## config.mk

```make
export PLATFORM = sky130hd
export DESIGN_NAME = xbar_src_router
export DESIGN_NICKNAME = d
export VERILOG_FILES = /design/src/rtl/xbar_pkg.sv /design/src/rtl/xbar_dest_decode.sv /design/src/rtl/xbar_src_router.sv
export SDC_FILE = /design/constraint.sdc
export NUM_CORES = 1
export LEC_CHECK = 0
export CAP_MARGIN = 20
export CORE_AREA = 2 2 47 49
export DETAILED_ROUTE_END_ITERATION = 8
export DIE_AREA = 0 0 49 51
export PLACE_DENSITY_LB_ADDON = 0.15
export SLEW_MARGIN = 30
export SYNTH_ARGS = -nofsm -noshare
export SYNTH_HDL_FRONTEND = slang
export SYNTH_HIERARCHICAL = 1
export SYNTH_SLANG_ARGS = --single-unit
```

## constraint.sdc

```tcl
create_clock -name clk -period 3.8 [get_ports clk]
set_clock_uncertainty 0.1 [all_clocks]
set_input_delay 0.76 -clock clk [delete_from_list [all_inputs] [get_ports clk]]
set_output_delay 0.76 -clock clk [all_outputs]
set_load 0.05 [all_outputs]
```

## src/rtl/xbar_pkg.sv

```systemverilog
// -----------------------------------------------------------------------------
// xbar_pkg
// Shared types and helpers for the crossbar source-side router.
//   state_e       : router FSM states (IDLE, REQ, XFER, DROP)
//   DEFAULT_*     : default payload width and destination count
//   MAX_MASTERS   : widest one-hot vector the onehot() helper can build
//   onehot(i, n)  : one-hot vector with bit i set, or all zeros if i >= n
// -----------------------------------------------------------------------------
package xbar_pkg;

  localparam int DEFAULT_T_DATA_WIDTH = 8;
  localparam int DEFAULT_NUM_MASTERS  = 4;
  localparam int MAX_MASTERS          = 32;

  typedef enum logic [1:0] {
    IDLE = 2'd0,
    REQ  = 2'd1,
    XFER = 2'd2,
    DROP = 2'd3
  } state_e;

  // An index outside [0, n) yields an all-zero vector, so callers can derive
  // an in-range flag by OR-reducing the result.
  function automatic logic [MAX_MASTERS-1:0] onehot(input int unsigned idx,
                                                    input int unsigned n);
    logic [MAX_MASTERS-1:0] vec;
    vec = '0;
    for (int unsigned i = 0; i < MAX_MASTERS; i++) begin
      vec[i] = (i == idx) && (i < n);
    end
    return vec;
  endfunction

endpackage

```

## src/rtl/xbar_dest_decode.sv

```systemverilog
// -----------------------------------------------------------------------------
// xbar_dest_decode
// Combinational binary-to-one-hot decoder for a crossbar destination index.
//   dest_i      in   DEST_WIDTH   binary destination index
//   onehot_o    out  NUM_MASTERS  one-hot destination (zero when out of range)
//   in_range_o  out  1            dest_i addresses an existing output
// -----------------------------------------------------------------------------
module xbar_dest_decode
  import xbar_pkg::*;
#(
  parameter int NUM_MASTERS = DEFAULT_NUM_MASTERS,
  parameter int DEST_WIDTH  = 2
) (
  input  logic [DEST_WIDTH-1:0]  dest_i,
  output logic [NUM_MASTERS-1:0] onehot_o,
  output logic                   in_range_o
);

  logic [MAX_MASTERS-1:0] onehot_full;

  always_comb begin
    onehot_full = onehot(32'(dest_i), 32'(NUM_MASTERS));
    onehot_o    = onehot_full[NUM_MASTERS-1:0];
    in_range_o  = |onehot_full;
  end

endmodule

```

## src/rtl/xbar_src_router.sv

```systemverilog
// -----------------------------------------------------------------------------
// xbar_src_router
// Source-side requester for one crossbar input port. Takes an AXI-Stream-style
// packet, requests the destination's output arbiter, forwards beats once
// granted and strobes the arbiter's last input on the final beat. Packets
// addressed to a non-existent output are consumed and discarded.
//
// Ports:
//   clk, rst_n        clock, asynchronous active-low reset
//   s_data_i/s_valid_i/s_last_i/s_dest_i/s_ready_o   input stream
//   request_o         one-hot registered arbitration request
//   grant_i           per-output grants from the arbiters
//   last_o            one-hot packet-end strobe to the arbiters
//   m_data_o/m_last_o payload and last flag shared by all outputs
//   m_valid_o         one-hot valid toward the selected output
//   m_ready_i         per-output ready
//   drop_cnt_o        saturating count of dropped packets
//
// Configuration macro: XBAR_SRC_ROUTER_DROP_CNT_EN enables the drop counter;
// without it drop_cnt_o is tied to zero.
// -----------------------------------------------------------------------------
module xbar_src_router
  import xbar_pkg::*;
#(
  parameter int T_DATA_WIDTH = DEFAULT_T_DATA_WIDTH,
  parameter int NUM_MASTERS  = DEFAULT_NUM_MASTERS,
  parameter int DEST_WIDTH   = 2,
  parameter int CNT_WIDTH    = 8
) (
  input  logic                    clk,
  input  logic                    rst_n,
  input  logic [T_DATA_WIDTH-1:0] s_data_i,
  input  logic                    s_valid_i,
  input  logic                    s_last_i,
  input  logic [DEST_WIDTH-1:0]   s_dest_i,
  output logic                    s_ready_o,
  output logic [NUM_MASTERS-1:0]  request_o,
  input  logic [NUM_MASTERS-1:0]  grant_i,
  output logic [NUM_MASTERS-1:0]  last_o,
  output logic [T_DATA_WIDTH-1:0] m_data_o,
  output logic                    m_last_o,
  output logic [NUM_MASTERS-1:0]  m_valid_o,
  input  logic [NUM_MASTERS-1:0]  m_ready_i,
  output logic [CNT_WIDTH-1:0]    drop_cnt_o
);

  state_e                 state_q, state_d;
  logic [DEST_WIDTH-1:0]  dest_q, dest_d;
  logic [NUM_MASTERS-1:0] request_q, request_d;

  logic [DEST_WIDTH-1:0]  dec_dest;
  logic [NUM_MASTERS-1:0] dest_onehot;
  logic                   dest_in_range;
  logic                   grant_sel;
  logic                   ready_sel;

  // In IDLE the incoming header is decoded; afterwards the latched dest_q is,
  // so one decoder serves both the request decision and the output select.
  assign dec_dest = (state_q == IDLE) ? s_dest_i : dest_q;

  xbar_dest_decode #(
    .NUM_MASTERS (NUM_MASTERS),
    .DEST_WIDTH  (DEST_WIDTH)
  ) u_dest_decode (
    .dest_i     (dec_dest),
    .onehot_o   (dest_onehot),
    .in_range_o (dest_in_range)
  );

  // Masking with the one-hot destination ignores grants/readies for outputs
  // this port does not target.
  assign grant_sel = |(grant_i & dest_onehot);
  assign ready_sel = |(m_ready_i & dest_onehot);

  assign request_o = request_q;

  always_comb begin
    state_d   = state_q;
    dest_d    = dest_q;
    request_d = request_q;
    s_ready_o = 1'b0;
    m_valid_o = '0;
    last_o    = '0;
    m_data_o  = '0;
    m_last_o  = 1'b0;

    case (state_q)
      IDLE: begin
        if (s_valid_i) begin
          dest_d = s_dest_i;
          if (dest_in_range) begin
            state_d   = REQ;
            request_d = dest_onehot;
          end else begin
            state_d   = DROP;
            request_d = '0;
          end
        end
      end

      REQ: begin
        if (grant_sel) begin
          state_d = XFER;
        end
      end

      XFER: begin
        // A grant withdrawn mid-packet simply stalls both sides; the beat
        // stays on s_data_i until the grant returns.
        s_ready_o = ready_sel & grant_sel;
        m_valid_o = (s_valid_i & grant_sel) ? dest_onehot : '0;
        m_data_o  = s_data_i;
        m_last_o  = s_last_i;
        if (s_valid_i && s_ready_o && s_last_i) begin
          last_o    = dest_onehot;
          request_d = '0;
          state_d   = IDLE;
        end
      end

      DROP: begin
        s_ready_o = 1'b1;
        if (s_valid_i && s_last_i) begin
          state_d = IDLE;
        end
      end

      default: begin
        state_d   = IDLE;
        request_d = '0;
      end
    endcase
  end

  always_ff @(posedge clk or negedge rst_n) begin
    if (!rst_n) begin
      state_q   <= IDLE;
      dest_q    <= '0;
      request_q <= '0;
    end else begin
      state_q   <= state_d;
      dest_q    <= dest_d;
      request_q <= request_d;
    end
  end

`ifdef XBAR_SRC_ROUTER_DROP_CNT_EN
  logic [CNT_WIDTH-1:0] drop_cnt_q, drop_cnt_d;

  // Counts entries into DROP, sticking at all-ones rather than wrapping.
  always_comb begin
    drop_cnt_d = drop_cnt_q;
    if ((state_q == IDLE) && s_valid_i && !dest_in_range && (drop_cnt_q != '1)) begin
      drop_cnt_d = drop_cnt_q + CNT_WIDTH'(1);
    end
  end

  always_ff @(posedge clk or negedge rst_n) begin
    if (!rst_n) begin
      drop_cnt_q <= '0;
    end else begin
      drop_cnt_q <= drop_cnt_d;
    end
  end

  assign drop_cnt_o = drop_cnt_q;
`else
  assign drop_cnt_o = '0;
`endif

endmodule

```

-- Word-level counts from Yosys, hierarchy flattened
Index checks and enable logic that the tools add are counted.
- bits of input ports: 22
- output and inout port bits: 30
- flip-flop bits (word level): 8
- word-level logic and storage cells: 47
- bitwise logic cells: 4
- equal/unequal tests: 10
- mux-type cells: 18
- reduce and logical (&&, ||, !) cells: 12
- operator list (kind ; number):
    4-bit two-way mux ; 7
    2-bit two-way mux ; 6
    4-bit OR reduction ; 3
    4-bit bitwise AND ; 2
    8-bit two-way mux ; 1
    2-bit inequality test (second input constant) ; 4
    2-bit case mux with 4 select lines ; 1
    4-bit case mux with 2 select lines ; 1
    2-bit equality test (first input constant) ; 2
    2-bit equality test (second input constant) ; 2
    2-bit logical NOT ; 2
    4-bit AND reduction ; 1
    1-bit logical AND ; 3
    3-bit AND reduction ; 1
    1-bit bitwise AND ; 2
    1-bit by 2-bit equality test with 1-bit output (first input constant) ; 1
    2-bit by 1-bit equality test with 1-bit output (second input constant) ; 1
    1-bit case mux with 2 select lines ; 1
    2-bit AND reduction ; 1
    2-bit nonzero test ; 1
    1-bit two-way mux ; 1

-- Longest topological paths before layout
- depth after elaboration: 10
- gate-level depth with buffers: 7
- gate-level depth less buffers: 7

-- By module
The synthesis kept the hierarchy.
- modules (own cells, without submodules) (module ; cells an instance ; sequential area each (um^2) ; times used ; area an instance (um^2)):
    xbar_src_router ; 71 ; 200.2 ; 1 ; 653.1
    xbar_dest_decode ; 6 ; 0.0 ; 1 ; 37.5

-- Worst setup path before layout
No wires, ideal clock.
- path kind: in2out
- from: input port s_dest_i[0]
- to: output port s_ready_o
- buffers on the path: 0
- data arrival time: 2.316 ns
- slack: 0.624 ns
- required time: 2.940 ns
- stages on the path: 6
- cell sequence: mux2_2 > nor2b_1 > a22oi_1 > nand2_1 > a21oi_1 > nor2b_1
- word-level cells in the longest chain between the ends: 6
- elaborated cells between the ends (all ways): 11
- classes of those cells: 3 x eq/ne; 2 x mux; 3 x bitwise; 3 x reduce/logical
- RTL lines (item ; line ; text):
    from (decl) ; xbar_src_router.sv:35 ; input logic [DEST_WIDTH-1:0] s_dest_i,
    2-bit two-way mux * ; xbar_src_router.sv:59 ; assign dec_dest = (state_q == IDLE) ? s_dest_i : dest_q;
    2-bit equality test * ; xbar_pkg.sv:29 ; vec[i] = (i == idx) && (i < n);
    net dest_onehot[2] ; xbar_src_router.sv:52 ; logic [NUM_MASTERS-1:0] dest_onehot;
    4-bit bitwise AND, on equally long branches ; xbar_src_router.sv:73, xbar_src_router.sv:72 ;
    4-bit OR reduction, on equally long branches ; xbar_src_router.sv:73, xbar_src_router.sv:72 ;
    1-bit bitwise AND * ; xbar_src_router.sv:110 ; s_ready_o = ready_sel & grant_sel;
    1-bit case mux with 2 select lines * ; xbar_src_router.sv:87 ; case (state_q)
    to (decl) ; xbar_src_router.sv:36 ; output logic s_ready_o,
The timed path passes the listed nets; every way through them passes the cells marked *.

-- Worst setup path after layout
- from: input port s_dest_i[1]
- to: output port last_o[2]
- word-level cells in the longest chain between the ends: 9
- elaborated cells between the ends (all ways): 14
- classes of those cells: 3 x eq/ne; 3 x mux; 3 x bitwise; 5 x reduce/logical
- RTL lines (item ; line ; text):
    2-bit two-way mux * ; xbar_src_router.sv:59 ;
    net dec_dest[1] ; xbar_src_router.sv:51 ; logic [DEST_WIDTH-1:0] dec_dest;
    2-bit logical NOT * ; xbar_pkg.sv:29 ;
    net dest_onehot[0] ; xbar_src_router.sv:52 ;
    4-bit bitwise AND, on equally long branches ; xbar_src_router.sv:73, xbar_src_router.sv:72 ;
    4-bit OR reduction, on equally long branches ; xbar_src_router.sv:73, xbar_src_router.sv:72 ;
    1-bit bitwise AND * ; xbar_src_router.sv:110 ;
    1-bit logical AND * (2 in a row) ; xbar_src_router.sv:114 ; if (s_valid_i && s_ready_o && s_last_i) begin
    4-bit two-way mux * ; xbar_src_router.sv:114 ;
    4-bit two-way mux * ; xbar_src_router.sv:87 ;
    to (decl) ; xbar_src_router.sv:39 ; output logic [NUM_MASTERS-1:0] last_o,
Marks and branches as above.

==> results.cfg <==
[grt]
grt-ovfl-total = 0
antenna_found_initial = 0
grt_max_degree = 13
grt_pass1_wl_um = 2560
grt_pass1_vias = 607
grtUsageTotal = 0.135

[min_path]
hold_depth = 1
hp-class = flip-flop to flip-flop

[clock_tree]
cts.clk_slew.worst_paths_ns = 0.05
cts-htree-levels = 1
clock_path_buffers = 2
root_buffer = clkbuf_4
cts_made_buffers = 3
clk_latency_ns = 0.25
clock_sinks = 8
postCtsSetupBuffers = 0
cts_tree = yes
ctsResizeCount = 0
ctsHoldBuffers = 0

[synthesis]
yosysWarnings = 6
avgSynthCellArea_um2 = 8.97
synth.area.top_cells = dfrtp_1, and2_1, buf_4
synth_top_area_share = 0.290
syn_inst = 77
synth.distinct_cells = 28
synth_area_um2 = 691
seq_area_frac_synth = 0.290
synth_top_cell_by_area = dfrtp_1
synth-seq-cells = 8

[floorplanning]
rows = 17
ioPinCount = 52
fp.dieW_um = 49
die_y_um = 51
core_mm2 = 0.00206
start_util = 0.335
die-area_mm2 = 0.00250

[timing]
tns_ns = 0
post-route-period-util = 0.947
slew_headroom = 0.664
hold_viol = 0
fin_ws_ns = 0.201
period_needed_ns = 3.60
worstMarginPinSlew_ns = 0.503
slew_violations = 0
fmax_mhz = 278
finalSetupViolCount = 0
rsz0062_at_grt = no

[route]
drtIter0Drc = 5
routedWlPerCell_um = 11.3
drc = 0
routed_via_density = 4.60
vias = 681
final_antenna_net_count = 0
wirelength_um = 1670
first_pass_iters = 4

[final_layout]
fill_cells = 187
nets = 144
final_util = 0.589
final_cell_mix = clkdlybuf4s50_1, and2_1, conb_1, buf_12, dfrtp_1
multi_input_area_um2 = 434
stdcell_count = 148
syn2layout_area_growth_pct = 76.1
final_common_cell = clkdlybuf4s50_1
antennaDiodeCount = 0
drive_gt1_frac = 0.183
seq_area_um2 = 200

[worst_setup_path]
worstRegToRegCells = 7
slowest_delay_ns = 0.41
crit_arrival_ns = 2.74
critPathLaunchType = input port
end_kind = primary output
worstPathRequired_ns = 2.94
timing_worst_setup_path_type = input port to primary output
cp_slowest_cell = clkdlybuf4s50_1
path_cells = clkdlybuf4s50_1 > mux2_2 > nor2_1 > a22oi_1 > nand2_1 > and4_1 > and2_1 > buf_12
worstPathMaxFanout = 5

[pwr]
p_leak_uw = 0.000513
p_comb_frac = 0.767
ir_drop_mv = 0.374
switching_share = 0.522
power_frac_clock = 0.072
total_power_uw = 855
pwr-share-seq = 0.161
internal_power_uw = 409
powerDensity_mw_per_mm2 = 703
power_switching_uw = 446

[place]
portBuffers = 43
dp_cells = 145
dp_hpwl_um = 1440
gp_congestion = 0.758
place_ws_ns = 0.216

[outcome]
status = finished clean

[flow_run]
cap_violations = 0
==> synthesized netlist by cell type <==
library cell  count
mux2_2            4
mux2i_1           1
a22oi_1           4
a32o_1            4
dfrtp_1           8
a21oi_1           2
nor2_2            1
conb_1            2
o21ai_0           1
inv_1             1
buf_4             9
nor2b_4           1
nand2_2           1
or3_1             1
nor2b_1           2
nor2_1            2
nand3_1           1
o21ai_1           1
nand2_1           5
and2_1           18
and4_1            1
and2b_2           1
nand2b_1          1
nand4_4           1
and2_2            1
and3_1            1
buf_6             1
nor3b_1           1
==> sequential cells by signal (all words and copies together), names as in the netlist <==
register and flops:
request_o 4, state_q 2, dest_q 2
==> power groups by stage <==
stage	clock [uW]	sequential, uW	combinational [uW]
after floorplan	0	175	409
after global placement	0	137	652
after detailed placement	0	139	658
after CTS	64.4	138	660
after global routing	67.3	142	694
final	61.9	138	655
==> metal layers <==
layer / wire (um) / track usage
met5: 0 / 0
met4: 18 / 0.0714
met3: 205 / 0.0380
met2: 784 / 0.237
met1: 657 / 0.147
==> metrics by stage <==
| stage | hold slack, ns | area (um^2) |
|---|---|---|
| detailed placement | 0.392 | 1190 |
| CTS | 0.403 | 1220 |
| floorplan | 0.364 | 717 |
| global route | 0.427 | 1220 |
| finish | 0.398 | 1220 |
| global placement | 0.387 | 1190 |
==> path summary, 6_finish.rpt <==
path                                   from  slack, ns            to
worst max register to register   state_q[0]       1.35    state_q[1]
worst min register to register    dest_q[1]       0.40     dest_q[1]
worst min-delay path              dest_q[1]       0.40     dest_q[1]
worst max-delay path            s_dest_i[1]       0.20     last_o[2]
min in group asynchronous             rst_n       0.69    state_q[1]
max in group asynchronous             rst_n       2.65  request_o[1]
==> layout make-up <==
| class | count | area share |
|---|---|---|
| timing repair buffer | 43 | 0.428 |
| multi-input combinational | 65 | 0.357 |
| sequential | 8 | 0.165 |
| tap | 28 | 0.0288 |
| clock buffer | 3 | 0.0185 |
| inverter | 1 | 0.00309 |
==> cells by family (layout without fill, tap and decap cells) <==
logic type | Yosys count | count (layout) | share of synthesized area
buffers and inverters | 11 | 47 | 0.120
AO/OA/AOI/OAI | 12 | 12 | 0.130
AND/OR/NAND/NOR | 39 | 39 | 0.370
flip-flops | 8 | 8 | 0.290
other | 2 | 9 | 0.0109
multiplexers | 5 | 5 | 0.0797
==> critical path, delay by kind of cell <==
family                 cells  cell delay, ns
AOI/OAI and AO/OA          1            0.18
buffers and inverters      2            0.56
and+or+nand+nor            4            0.94
muxes                      1            0.29
(Power assumes the default switching activity.)
